[config.mk]
export PLATFORM = sky130hd
export DESIGN_NAME = frame_swap_controller
export DESIGN_NICKNAME = d
export VERILOG_FILES = /design/src/rtl/display_pkg.sv /design/src/rtl/raster_scanner.sv /design/src/rtl/frame_swap_controller.sv
export SDC_FILE = /design/constraint.sdc
export NUM_CORES = 1
export LEC_CHECK = 0
export CORE_ASPECT_RATIO = 0.8
export CORE_MARGIN = 4
export CORE_UTILIZATION = 48
export CTS_CLUSTER_DIAMETER = 40
export DETAILED_ROUTE_END_ITERATION = 12
export GPL_TIMING_DRIVEN = 1
export MAX_ROUTING_LAYER = met4
export PLACE_DENSITY = 0.87
export SLEW_MARGIN = 40
export SYNTH_ARGS = -nofsm -noshare
export SYNTH_HDL_FRONTEND = slang
export SYNTH_HIERARCHICAL = 1
export SYNTH_SLANG_ARGS = --single-unit
[constraint.sdc]
create_clock -name clock -period 2.65 [get_ports clock]
set_input_delay 0.3975 -clock clock [delete_from_list [all_inputs] [get_ports clock]]
set_output_delay 0.3975 -clock clock [all_outputs]
set_load 0.01 [all_outputs]
[src/rtl/display_pkg.sv]
// display_pkg
// Shared types and sizing constants for the double-buffered display path.
//   pixel_t      : one pixel as stored in the frame buffers
//   BUF_X_BITS   : column counter width (up to 1024 columns)
//   BUF_Y_BITS   : row counter width (up to 512 rows)
//   fsc_state_t  : sequencer states of frame_swap_controller
package display_pkg;

  typedef logic [7:0] pixel_t;

  localparam int BUF_X_BITS = 10;
  localparam int BUF_Y_BITS = 9;

  typedef enum logic [1:0] {
    CLEAR      = 2'd0,
    RENDER     = 2'd1,
    WAIT_VSYNC = 2'd2,
    SWAP       = 2'd3
  } fsc_state_t;

endpackage

[src/rtl/raster_scanner.sv]
// raster_scanner
// Raster-order x/y counter. x runs 0..WIDTH-1 and is the inner loop; y runs
// 0..HEIGHT-1. The position wraps back to (0,0) after the last pixel.
// Ports:
//   clock, reset : system clock, asynchronous active-high reset
//   start        : return the position to (0,0); overrides advance
//   advance      : step to the next raster position
//   x, y         : current raster position
//   last         : high while the position is (WIDTH-1, HEIGHT-1)
module raster_scanner
  import display_pkg::*;
#(
  parameter int WIDTH  = 640,
  parameter int HEIGHT = 480
) (
  input  logic                  clock,
  input  logic                  reset,
  input  logic                  start,
  input  logic                  advance,
  output logic [BUF_X_BITS-1:0] x,
  output logic [BUF_Y_BITS-1:0] y,
  output logic                  last
);

  localparam logic [BUF_X_BITS-1:0] X_MAX = BUF_X_BITS'(WIDTH - 1);
  localparam logic [BUF_Y_BITS-1:0] Y_MAX = BUF_Y_BITS'(HEIGHT - 1);

  logic [BUF_X_BITS-1:0] x_q, x_d;
  logic [BUF_Y_BITS-1:0] y_q, y_d;

  always_comb begin
    x_d = x_q;
    y_d = y_q;
    if (start) begin
      x_d = '0;
      y_d = '0;
    end else if (advance) begin
      if (x_q == X_MAX) begin
        x_d = '0;
        y_d = (y_q == Y_MAX) ? '0 : y_q + 1'b1;
      end else begin
        x_d = x_q + 1'b1;
      end
    end
  end

  always_ff @(posedge clock or posedge reset) begin
    if (reset) begin
      x_q <= '0;
      y_q <= '0;
    end else begin
      x_q <= x_d;
      y_q <= y_d;
    end
  end

  assign x    = x_q;
  assign y    = y_q;
  assign last = (x_q == X_MAX) && (y_q == Y_MAX);

endmodule

[src/rtl/frame_swap_controller.sv]
// frame_swap_controller
// Owns back-buffer port b of the double-buffered display memory. Arbitrates
// port b between renderer requests and an internal clear engine, and issues
// the buffer swap strobe only at vertical blank after render_done.
// Ports:
//   clock, reset          : system clock, asynchronous active-high reset
//   req_*                 : renderer request (valid/ready handshake)
//   rsp_valid, rsp_data   : read response, one-cycle pulse
//   render_done           : renderer finished the current frame
//   vblank_start          : display entered vertical blank
//   address_b_*, write_*  : registered port b drive to the buffer mux
//   data_b                : port b read data from the buffer mux
//   frame_complete        : swap strobe, one-cycle pulse
//   frame_count           : number of swaps issued (wraps)
//   busy                  : high whenever renderer requests are not accepted
module frame_swap_controller
  import display_pkg::*;
#(
  parameter int     WIDTH         = 640,
  parameter int     HEIGHT        = 480,
  parameter bit     CLEAR_ON_SWAP = 1'b1,
  parameter pixel_t CLEAR_COLOR   = '0
) (
  input  logic         clock,
  input  logic         reset,
  input  logic         req_valid,
  input  logic         req_write,
  input  logic [9:0]   req_x,
  input  logic [9:0]   req_y,
  input  pixel_t       req_data,
  output logic         req_ready,
  output logic         rsp_valid,
  output pixel_t       rsp_data,
  input  logic         render_done,
  input  logic         vblank_start,
  output logic [9:0]   address_b_x,
  output logic [9:0]   address_b_y,
  output logic         write_enable_b,
  output pixel_t       write_data_b,
  input  pixel_t       data_b,
  output logic         frame_complete,
  output logic [15:0]  frame_count,
  output logic         busy
);

  localparam fsc_state_t RESET_STATE = CLEAR_ON_SWAP ? CLEAR : RENDER;

  fsc_state_t  state_q, state_d;
  logic [9:0]  addr_x_q, addr_x_d;
  logic [9:0]  addr_y_q, addr_y_d;
  logic        we_q, we_d;
  pixel_t      wdata_q, wdata_d;
  logic        rd_pend_q, rd_pend_d;
  logic        rd_oor_q, rd_oor_d;
  logic        rsp_valid_q, rsp_valid_d;
  pixel_t      rsp_data_q, rsp_data_d;
  logic        frame_complete_q, frame_complete_d;
  logic [15:0] frame_count_q, frame_count_d;
  logic        busy_q, busy_d;

  logic                  accept;
  logic                  in_range;
  logic                  clear_issue;
  logic                  scan_start;
  logic [BUF_X_BITS-1:0] scan_x;
  logic [BUF_Y_BITS-1:0] scan_y;
  logic                  scan_last;

  assign accept   = (state_q == RENDER) && req_valid;
  assign in_range = ({1'b0, req_x} < 11'(WIDTH)) && ({1'b0, req_y} < 11'(HEIGHT));

  // The SWAP cycle already issues pixel (0,0) so the first clear write lands
  // on port b the cycle after frame_complete, i.e. on the new back buffer.
  assign clear_issue = (state_q == CLEAR) || (CLEAR_ON_SWAP && (state_q == SWAP));

  // Hold the scanner at the origin whenever no clear is in flight.
  assign scan_start = (state_q == RENDER) || (state_q == WAIT_VSYNC);

  raster_scanner #(
    .WIDTH  (WIDTH),
    .HEIGHT (HEIGHT)
  ) u_scanner (
    .clock   (clock),
    .reset   (reset),
    .start   (scan_start),
    .advance (clear_issue),
    .x       (scan_x),
    .y       (scan_y),
    .last    (scan_last)
  );

  always_comb begin
    state_d          = state_q;
    addr_x_d         = addr_x_q;
    addr_y_d         = addr_y_q;
    we_d             = 1'b0;
    wdata_d          = wdata_q;
    rd_pend_d        = 1'b0;
    rd_oor_d         = 1'b0;
    rsp_valid_d      = rd_pend_q;
    rsp_data_d       = rsp_data_q;
    frame_complete_d = 1'b0;
    frame_count_d    = frame_count_q;

    // A pending read completes regardless of the current state.
    if (rd_pend_q) begin
      rsp_data_d = rd_oor_q ? CLEAR_COLOR : data_b;
    end

    if (clear_issue) begin
      addr_x_d = scan_x;
      addr_y_d = {{(10 - BUF_Y_BITS){1'b0}}, scan_y};
      we_d     = 1'b1;
      wdata_d  = CLEAR_COLOR;
    end

    // Out-of-range requests never touch port b; reads answer CLEAR_COLOR.
    if (accept) begin
      rd_pend_d = !req_write;
      rd_oor_d  = !req_write && !in_range;
      if (in_range) begin
        addr_x_d = req_x;
        addr_y_d = req_y;
        we_d     = req_write;
        if (req_write) begin
          wdata_d = req_data;
        end
      end
    end

    case (state_q)
      CLEAR: begin
        if (scan_last) begin
          state_d = RENDER;
        end
      end
      RENDER: begin
        if (render_done) begin
          state_d = WAIT_VSYNC;
        end
      end
      WAIT_VSYNC: begin
        if (vblank_start) begin
          state_d          = SWAP;
          frame_complete_d = 1'b1;
          frame_count_d    = frame_count_q + 16'd1;
        end
      end
      SWAP: begin
        state_d = (CLEAR_ON_SWAP && !scan_last) ? CLEAR : RENDER;
      end
      default: begin
        state_d = RESET_STATE;
      end
    endcase

    busy_d = (state_d != RENDER);
  end

  always_ff @(posedge clock or posedge reset) begin
    if (reset) begin
      state_q          <= RESET_STATE;
      addr_x_q         <= '0;
      addr_y_q         <= '0;
      we_q             <= 1'b0;
      wdata_q          <= '0;
      rd_pend_q        <= 1'b0;
      rd_oor_q         <= 1'b0;
      rsp_valid_q      <= 1'b0;
      rsp_data_q       <= '0;
      frame_complete_q <= 1'b0;
      frame_count_q    <= '0;
      busy_q           <= (RESET_STATE != RENDER);
    end else begin
      state_q          <= state_d;
      addr_x_q         <= addr_x_d;
      addr_y_q         <= addr_y_d;
      we_q             <= we_d;
      wdata_q          <= wdata_d;
      rd_pend_q        <= rd_pend_d;
      rd_oor_q         <= rd_oor_d;
      rsp_valid_q      <= rsp_valid_d;
      rsp_data_q       <= rsp_data_d;
      frame_complete_q <= frame_complete_d;
      frame_count_q    <= frame_count_d;
      busy_q           <= busy_d;
    end
  end

  assign req_ready      = (state_q == RENDER);
  assign rsp_valid      = rsp_valid_q;
  assign rsp_data       = rsp_data_q;
  assign address_b_x    = addr_x_q;
  assign address_b_y    = addr_y_q;
  assign write_enable_b = we_q;
  assign write_data_b   = wdata_q;
  assign frame_complete = frame_complete_q;
  assign frame_count    = frame_count_q;
  assign busy           = busy_q;

endmodule

# Word-level counts from Yosys, hierarchy flattened
# Cells that the tools add are included.
# W data, S select, Z words.
[word_totals]
elab_cells = 68
input_bits = 42
register_bits = 79
[op_classes]
n_mux = 30
n_eq_ne = 6
order_cmp = 2
n_addsub = 3
reduce_logical = 13
[ops]
columns = ["op", "count"]
rows = [
  ["$mux W10", 9],
  ["$mux W8", 5],
  ["$mux W9", 4],
  ["$add A16 B1 Y16 const B", 1],
  ["$add A10 B1 Y10 const B", 1],
  ["$eq A10 B10 Y1 const B", 1],
  ["$lt A10 B10 Y1 const B", 1],
  ["$lt A10 B9 Y1 const B", 1],
  ["$add A9 B1 Y9 const B", 1],
  ["$eq A9 B9 Y1 const B", 1],
  ["$mux W1", 8],
  ["$pmux W2 S4", 1],
  ["$mux W2", 3],
  ["$eq A2 B2 Y1 const B", 2],
  ["$logic_and A1 B1 Y1", 4],
  ["$reduce_and A2 Y1", 2],
  ["$reduce_bool A2 Y1", 2],
  ["$eq A2 B1 Y1 const B", 1],
  ["$logic_not A1 Y1", 2],
  ["$logic_not A2 Y1", 1],
  ["$logic_or A1 B1 Y1", 2],
  ["$ne A2 B1 Y1 const B", 1],
]

# Longest topological paths before layout
# Gate-level depths: netlist of the first run.
[logic_depth]
word_depth = 6
ltp_mapped = 9

# Modules after synthesis
# Netlist of the first run, hierarchy kept.
[by_module_without_submodules]
columns = ["module", "n_inst", "cells_per_inst", "area_per_inst_um2"]
rows = [
  ["frame_swap_controller", 1, 245, 2626.3],
  ["raster_scanner", 1, 108, 1043.5],
]

# Worst setup path after synthesis of the first run
# No wires, ideal clock.
[synth_timing]
path_type = "register to register"
from = "reg state_q[0]"
to = "reg u_scanner.y_q[7] (netlist: u_scanner/y[7])"
required_ns = 2.574
arrival_time_ns = 1.991
path_stages_with_launch = 10
n_path_buf = 3
path_slack_ns = 0.583
path_cell_list = "dfrtp_1 > inv_1 > ha_1 > clkbuf_1 > inv_1 > buf_4 > nand4_2 > buf_6 > or4_1 > o21ai_1"
[synth_between]
elab_chain_cells = 4
word_cells_on_any_way = 10
cone_classes = "3 x eq/ne; 1 x mux; 6 x reduce/logical"
[synth_lines]
columns = ["item", "line", "rtl"]
rows = [
  ["from (decl)", "frame_swap_controller.sv:48", "fsc_state_t state_q, state_d;"],
  ["from (signal assigned)", "frame_swap_controller.sv:175", "state_q <= state_d;"],
  ["$eq A2 B1 Y1 or $eq A2 B2 Y1 (tied branches)", "frame_swap_controller.sv:77", "assign scan_start = (state_q == RENDER) || (state_q == WAIT_VSYNC);"],
  ["$logic_or A1 B1 Y1 (*)", "frame_swap_controller.sv:77", ""],
  ["named net scan_start", "frame_swap_controller.sv:64", "logic scan_start;"],
  ["$reduce_bool A2 Y1 (no line)", "-", ""],
  ["$reduce_and A2 Y1 (no line)", "-", ""],
  ["to (signal assigned)", "raster_scanner.sv:53", "y_q <= y_d;"],
  ["to (decl)", "raster_scanner.sv:29", "logic [BUF_Y_BITS-1:0] y_q, y_d;"],
]
# The timed path passes the listed nets; every way through them passes the cells marked *.
# A chain may end at the register's enable or synchronous reset.

# Worst setup path after layout of the first run
[layout_timing]
from = "reg u_scanner.y_q[0] (netlist: u_scanner/y[0])"
to = "reg busy_q (netlist: busy)"
[layout_between]
elab_chain_cells = 5
word_cells_on_any_way = 6
cone_classes = "2 x eq/ne; 3 x mux; 1 x reduce/logical"
[layout_lines]
columns = ["item", "line", "rtl"]
rows = [
  ["$eq A9 B9 Y1 (*)", "raster_scanner.sv:59", "assign last = (x_q == X_MAX) && (y_q == Y_MAX);"],
  ["$logic_and A1 B1 Y1 (*)", "raster_scanner.sv:59", ""],
  ["named net scan_last", "frame_swap_controller.sv:67", "logic scan_last;"],
  ["$mux W1 or $mux W2 (tied branches)", "frame_swap_controller.sv:150, frame_swap_controller.sv:133", ""],
  ["$pmux W2 S4 (*)", "frame_swap_controller.sv:131", "case (state_q)"],
  ["named net state_d[0]", "frame_swap_controller.sv:48", ""],
  ["$ne A2 B1 Y1 (*)", "frame_swap_controller.sv:157", "busy_d = (state_d != RENDER);"],
  ["named net busy_d", "frame_swap_controller.sv:59", "logic busy_q, busy_d;"],
  ["to (signal assigned)", "frame_swap_controller.sv:173", "busy_q <= (RESET_STATE != RENDER);"],
  ["to (signal assigned)", "frame_swap_controller.sv:186", "busy_q <= busy_d;"],
  ["to (decl)", "frame_swap_controller.sv:59", ""],
]
# Marked as above.

==> metrics, run 1 <==
achievable clock frequency 453 MHz; Critical Path Source u_scanner/y[0]; Crit Path Max Fanout 6; number of fill cells in the layout 591; H-tree Lvls 3; Row Count 28; post-synth design cell area 3670 um^2; Routed wire per std cell 15.5 um; count of pins over their slew limit 0; endpoint type of the worst setup path flip-flop; clock tree skew after final layout 8.18 ps; Post-Route Hold Slack 430 ps; number of enable flip-flop cells after synthesis 0; via count of the routed design 2965; TritonCTS clock tree done; internal power 1.79 mW; number of diodes added for antenna fixing 0; final hold violations 0; Sinks on Clock Net 79; Tmin final 2210 ps; required time of the critical path 2940 ps; FFs w/ async S/R, synth 1.00; antenna violation net count after detailed routing 0; fraction of layout cells with a size suffix above 1 0.0655; portion of the clock cycle consumed by the worst path in the final layout 0.833; setup repair after global routing missed its margin false; Reg power frac 0.533; clock root buffer clkbuf_8; clock buffers created by TritonCTS 9; synth top area cells dfrtp_1 53%, mux2i_1 7.4%, nand2_1 5.6%, o21ai_0 4.0%, xnor2_1 2.9%; worst min-delay path category in -> async; endpoints failing setup 0; switching power share of the total 0.208; share of power burned in the clock network 0.423; Layout Nets 502; area enclosed by the die boundary 9120 um^2; net switching power figure 470 uW; Gates resized, CTS repair 0; horizontal die dimension 106 um; core area 7430 um^2; cell types with the highest counts after synthesis 78 x dfrtp_1, 55 x nand2_1, 29 x o21ai_0; via count of the first global-routing pass 2905; maximum clock insertion buffer count 2; number of optimization iterations in the first detailed-route pass 4; worst reg-to-reg setup slack 440 ps; critical path data arrival time 2490 ps; gate count after technology mapping 353; fraction of power consumed by combinational cells 0.044; depth of the worst register-to-register path 7; number of input and output port buffers inserted 98; critical path launch point type flip-flop; GRT Overall Usage 0.204; maximum number of pins on one net before global-route repair 54; transition time at the pin with the least slew margin 716 ps; clock transition at the registers of the reported paths 80 ps; Synth-to-Final Area Change 35.5%; GPL Wtd Cong 0.821; Distinct cells, synth 52; first-iteration detailed-routing DRC count 138; global-route wire length before repair 14.4 mm; Mapped Nets 402; Clock Latency Late Sink 350 ps; Post-synth top flop dfrtp_1; result of the run finished clean; P per Cell Area 455 nW/um^2; critical path capture point busy; number of warning messages in the yosys log 6; worst slew slack as a fraction of its limit 0.519; drt total wl 8.75 mm; cts-stage hold buffer count 0; gr ovfl total 0; number of antenna violations at the first check in global routing 0; part of the Yosys area used for sequential elements 0.539; class of the most critical setup path reg -> reg; number of I/O pins 99; worst reg2reg endpoint busy; total negative setup slack 0 ps; DRC Markers 0; max-cap violation count 0; postcts setup bufs 0; vertical extent of the die 86.2 um; FF+latch count, synth 79; area share of the leading cell type in the synthesized netlist 0.532; maximum resistive drop on vdd 0.000345 V; Leakage 2.17 nW; via-per-instance ratio 5.27; hpwl dp 6.29 mm; most frequently used cell type in the post-synthesis netlist dfrtp_1; mean instance size in the synthesized netlist 10.4 um^2; post-synth top area cell dfrtp_1; Initial Util 0.494; startpoint of the worst-slack reg-to-reg timing path u_scanner/y[0]
## per-stage QoR
step | util | power (mW) | worst slack (ps) | std cells | area (um^2)
after floorplan | - | 1.25 | 583 | 353 | 3670
after global placement | 0.641 | 1.33 | 643 | 547 | 4760
after detailed placement | 0.641 | 1.33 | 522 | 547 | 4760
after CTS | 0.670 | 2.28 | 482 | 563 | 4970
after global routing | 0.670 | 2.35 | 314 | 563 | 4970
final | 0.670 | 2.26 | 444 | 563 | 4970
## area by class of cell
class                      count  area [um^2]  share of cell area
tap                          105          131              0.0264
clock inverter                 6         85.1              0.0171
timing repair buffer         102         1020               0.206
inverter                      23         86.3              0.0174
clock buffer                  10          128              0.0257
multi-input combinational    238         1540               0.310
sequential                    79         1980               0.398
## worst min path at each step
stage          cells past startpoint              to  slack (ps)  startpoint
2_1_floorplan                      1  u_scanner/x[0]         350       reset
3_3_place_gp                       1     rsp_data[6]         450    rd_oor_q
3_5_place_dp                       1     rsp_data[6]         460    rd_oor_q
4_1_cts                            2  address_b_x[8]         440       reset
5_1_grt                            2  u_scanner/y[4]         470       reset
6_report                           2  address_b_x[8]         430       reset
## kinds of logic (layout without fill, tap and decap cells)
kind of cell    count (synthesis)  count (layout)  synth area share
xor+xnor                       21              21            0.0501
flops                          79              79             0.539
fa+ha+maj                       7               7            0.0239
mux                            28              28            0.0767
compound gates                 61              61            0.0968
buf+inv                        36             141            0.0416
simple gates                  121             121             0.172
## placed cells by master, fill, tap and decap left out, types with 2 or more instances in the layout
cell type	netlist	layout
o2111ai_1	2	2
xor2_1	9	9
xnor2_1	12	12
clkdlybuf4s50_1	0	98
nor2_1	11	11
mux2i_1	27	27
a31oi_1	2	2
o21ai_1	5	5
clkinv_2	0	2
nand3_1	10	10
or4_1	2	2
or3_1	3	3
buf_4	2	3
a311oi_1	2	2
o21a_1	2	2
and3_2	2	2
nand4b_1	2	2
nor2b_1	2	2
o21ai_0	29	29
inv_1	23	21
nand2_1	55	55
ha_1	7	6
clkinvlp_4	0	2
nand4_1	7	7
nand2b_1	3	3
clkbuf_8	0	9
dfrtp_1	78	78
and3_1	4	4
nor3_1	6	6
nand3b_1	3	3
a21oi_1	11	11
bufinv_16	0	2
## power by group through the flow
stage               sequential (mW)  combinational, mW  clock [mW]
finish                         1.20             0.0991       0.957
global route                   1.20              0.109        1.03
CTS                            1.20              0.102       0.975
detailed placement             1.23              0.101           0
global placement               1.23             0.0996           0
floorplan                      1.23             0.0241           0
## metal layers
layer / vias up / global-route usage / wire, um
met3: 8 / 0.0469 / 536
met1: 1415 / 0.270 / 4030
met2: 122 / 0.322 / 4090
li1: 1420 / - / -
met5: - / - / 0
met4: 0 / 0.0565 / 88
## critical path, cell delays in order, from the launching register on
cell and delay, ps:
dfrtp_1 460, ha_1 270, and4_1 270, nand2_1 180, nor2_1 100, a2111oi_0 540
o221ai_1 210, nand2b_1 110
## registers in the layout, indices dropped and copies added, names as in the netlist, 2 cells and up
name / count
address_b_x: 10
frame_count: 16
write_data_b: 8
u_scanner/x: 10
address_b_y: 10
u_scanner/y: 9
state_q: 2
rsp_data: 8
Power figures use the tool's default switching activity.
==> run 2: changes to the inputs <==
--- a/config.mk
+++ b/config.mk
@@ -7,12 +7,12 @@
 export LEC_CHECK = 0
 export CORE_ASPECT_RATIO = 0.8
 export CORE_MARGIN = 4
-export CORE_UTILIZATION = 48
+export CORE_UTILIZATION = 44
 export CTS_CLUSTER_DIAMETER = 40
 export DETAILED_ROUTE_END_ITERATION = 12
 export GPL_TIMING_DRIVEN = 1
 export MAX_ROUTING_LAYER = met4
-export PLACE_DENSITY = 0.87
+export PLACE_DENSITY = 0.85
 export SLEW_MARGIN = 40
 export SYNTH_ARGS = -nofsm -noshare
 export SYNTH_HDL_FRONTEND = slang
==> constraint.sdc (replaced) <==
create_clock -name clock -period 1.99 [get_ports clock]
set_input_delay 0.2985 -clock clock [delete_from_list [all_inputs] [get_ports clock]]
set_output_delay 0.2985 -clock clock [all_outputs]
set_load 0.01 [all_outputs]
==> run 2 against run 1 <==
Critical path depth is 1 lower; non-clock buffer count grew 9; count of clock-buffer cells in the layout rose by 1; clock skew rose by 5.6 ps; cell count rose by 2.1%; worst hold slack got worse by 110 ps; cell area increased by 2.0%; wire length increased by 2.3%; flip-flop and latch count unchanged; sequential share of layout area fell by 0.79 points; power is 33% higher; fmax increased by 18%; largest cell class unchanged.
==> metrics, run 2 (synthesis results as in run 1) <==
critical path launch point type flip-flop (unchanged); Synth-to-Final Area Change 38.3% (was 35.5%); antenna violation net count after detailed routing 0 (unchanged); share of power burned in the clock network 0.423 (about the same); Crit Path Max Fanout 7 (was 6); Routed wire per std cell 15.6 um (was 15.5 um); total design power 3.02 mW (was 2.26 mW); maximum resistive drop on vdd 0.000408 V (was 0.000345 V); maximum number of pins on one net before global-route repair 54 (unchanged); number of I/O pins 99 (unchanged); clock buffers created by TritonCTS 9 (unchanged); GPL Wtd Cong 0.866 (was 0.821); clock transition at the registers of the reported paths 80 ps (about the same); Tmin final 1870 ps (was 2210 ps); number of diodes added for antenna fixing 0 (unchanged); max FFs per register 16 (unchanged); class of the most critical setup path reg -> reg (unchanged); TritonCTS clock tree done (unchanged); DRC Markers 0 (unchanged); final hold violations 0 (unchanged); fraction of power consumed by combinational cells 0.045 (was 0.044); critical path data arrival time 2140 ps (was 2490 ps); gr ovfl total 0 (unchanged); P per Cell Area 595 nW/um^2 (was 455 nW/um^2); Post-Route Hold Slack 321 ps (was 430 ps); vertical extent of the die 89.7 um (was 86.2 um); Row Count 29 (was 28); via count of the routed design 2976 (was 2965); switching power share of the total 0.206 (was 0.208); horizontal die dimension 110 um (was 106 um); global-route wire length before repair 14.4 mm (about the same); Layout Nets 511 (was 502); hpwl dp 6.50 mm (was 6.29 mm); worst min-delay path category in -> async (unchanged); Sinks on Clock Net 79 (unchanged); required time of the critical path 2270 ps (was 2940 ps); net switching power figure 623 uW (was 470 uW); number of input and output port buffers inserted 98 (unchanged); via count of the first global-routing pass 2995 (was 2905); setup repair after global routing missed its margin true (was false); internal power 2.39 mW (was 1.79 mW); endpoints failing setup 0 (unchanged); H-tree Lvls 3 (unchanged); post-route core utilization 0.633 (was 0.670); endpoint type of the worst setup path flip-flop (unchanged); Reg power frac 0.532 (was 0.533); Initial Util 0.458 (was 0.494); count of pins over their slew limit 0 (unchanged); result of the run finished clean (unchanged); portion of the clock cycle consumed by the worst path in the final layout 0.937 (was 0.833); Clock Latency Late Sink 350 ps (about the same); worst slew slack as a fraction of its limit 0.626 (was 0.519); transition time at the pin with the least slew margin 560 ps (was 716 ps); commonest non-fill, non-tap cell in the layout clkdlybuf4s50_1 (unchanged); maximum clock insertion buffer count 2 (unchanged); clock tree skew after final layout 13.8 ps (was 8.18 ps); clock root buffer clkbuf_8 (unchanged); area enclosed by the die boundary 9870 um^2 (was 9120 um^2); number of antenna violations at the first check in global routing 0 (unchanged); first-iteration detailed-routing DRC count 124 (was 138); achievable clock frequency 536 MHz (was 453 MHz); number of optimization iterations in the first detailed-route pass 4 (unchanged); max-cap violation count 0 (unchanged); core area 8020 um^2 (was 7430 um^2); Leakage 2.23 nW (was 2.17 nW); GRT Overall Usage 0.194 (was 0.204); drt total wl 8.95 mm (was 8.75 mm); total negative setup slack 0 ps (unchanged); fraction of layout cells with a size suffix above 1 0.0857 (was 0.0655); via-per-instance ratio 5.18 (was 5.27); commonest non-fill, non-tap cells in the layout 97 x clkdlybuf4s50_1, 78 x dfrtp_1, 55 x nand2_1 (was 98 x clkdlybuf4s50_1, 78 x dfrtp_1, 55 x nand2_1)
==> run 2: cell count changes in the layout (fill, tap and decap cells not counted), sizes merged <==
cell           delta
clkbuf            +1
buf               +9
inv               +1
clkinvlp          -2
dlygate4sd2       +1
clkdlybuf4s50     -1
==> run 2: area by class of cell <==
type | instances | area [um^2]
flip-flops and latches | 79 | 1980
clock buffers | 11 | 131
repair buffers | 111 | 1100
multi-input cells | 238 | 1560
well taps | 108 | 135
fillers | 628 | 2940
inverters | 23 | 86.3
clock inverters | 5 | 82.6
==> run 2: worst max-delay path, stage by stage (launching register included) <==
cell and delay, ps:
dfrtp_1 410, inv_1 140, ha_4 230, inv_1 110
nand4_2 210, or4_1 530, a21oi_1 150
==> run 2: power groups by stage <==
stage / sequential (mW) / combinational [mW] / clock [mW]
after floorplan: 1.64 / 0.0320 / 0
after global placement: 1.64 / 0.135 / 0
after detailed placement: 1.64 / 0.139 / 0
after CTS: 1.60 / 0.140 / 1.31
after global routing: 1.60 / 0.149 / 1.38
final: 1.60 / 0.136 / 1.28
==> run 2: worst paths after layout <==
path                       startpoint              to  slack, ps  depth (start not counted)
setup / recovery           state_q[0]  u_scanner/y[8]        120                          6
hold / removal                  reset  u_scanner/y[1]        320                          3
setup reg to reg           state_q[0]  u_scanner/y[8]        120                          6
hold reg to reg              rd_oor_q     rsp_data[6]        460                          1
max in group asynchronous       reset     rsp_data[6]       1070                          3
min in group clock           rd_oor_q     rsp_data[6]        460                          1
==> run 2: timing repair <==
action | CTS | global route
setup buffers | 0 | 0
setup endpoints to repair | 1 | 4
hold endpoints to repair | 0 | 0
pin swaps | 0 | 0
gates resized for setup | 1 | 3
hold buffers | 0 | 0
==> run 2: metrics by stage <==
| step | instances | worst slack [ps] | instance area (um^2) |
|---|---|---|---|
| CTS | 575 | 69.0 | 5070 |
| floorplan | 353 | 29.7 | 3680 |
| detailed placement | 559 | 102 | 4850 |
| global placement | 559 | 169 | 4850 |
| global route | 575 | -20.8 | 5070 |
| finish | 575 | 125 | 5070 |
==> run 2: metal layers <==
| layer | track usage | share of wire | wire [um] | vias up |
|---|---|---|---|---|
| met4 | 0.0705 | 0.014 | 125 | 0 |
| met1 | 0.248 | 0.45 | 4040 | 1406 |
| li1 | - | - | - | 1442 |
| met5 | - | 0 | 0 | - |
| met2 | 0.307 | 0.47 | 4230 | 118 |
| met3 | 0.0400 | 0.062 | 551 | 10 |
==> run 3: changes to the inputs <==
--- a/config.mk
+++ b/config.mk
@@ -5,6 +5,7 @@
 export SDC_FILE = /design/constraint.sdc
 export NUM_CORES = 1
 export LEC_CHECK = 0
+export CAP_MARGIN = 10
 export CORE_ASPECT_RATIO = 0.8
 export CORE_MARGIN = 4
 export CORE_UTILIZATION = 44
==> results of run 3 <==
Final layout, timing and power as in run 2 (identical DEF).
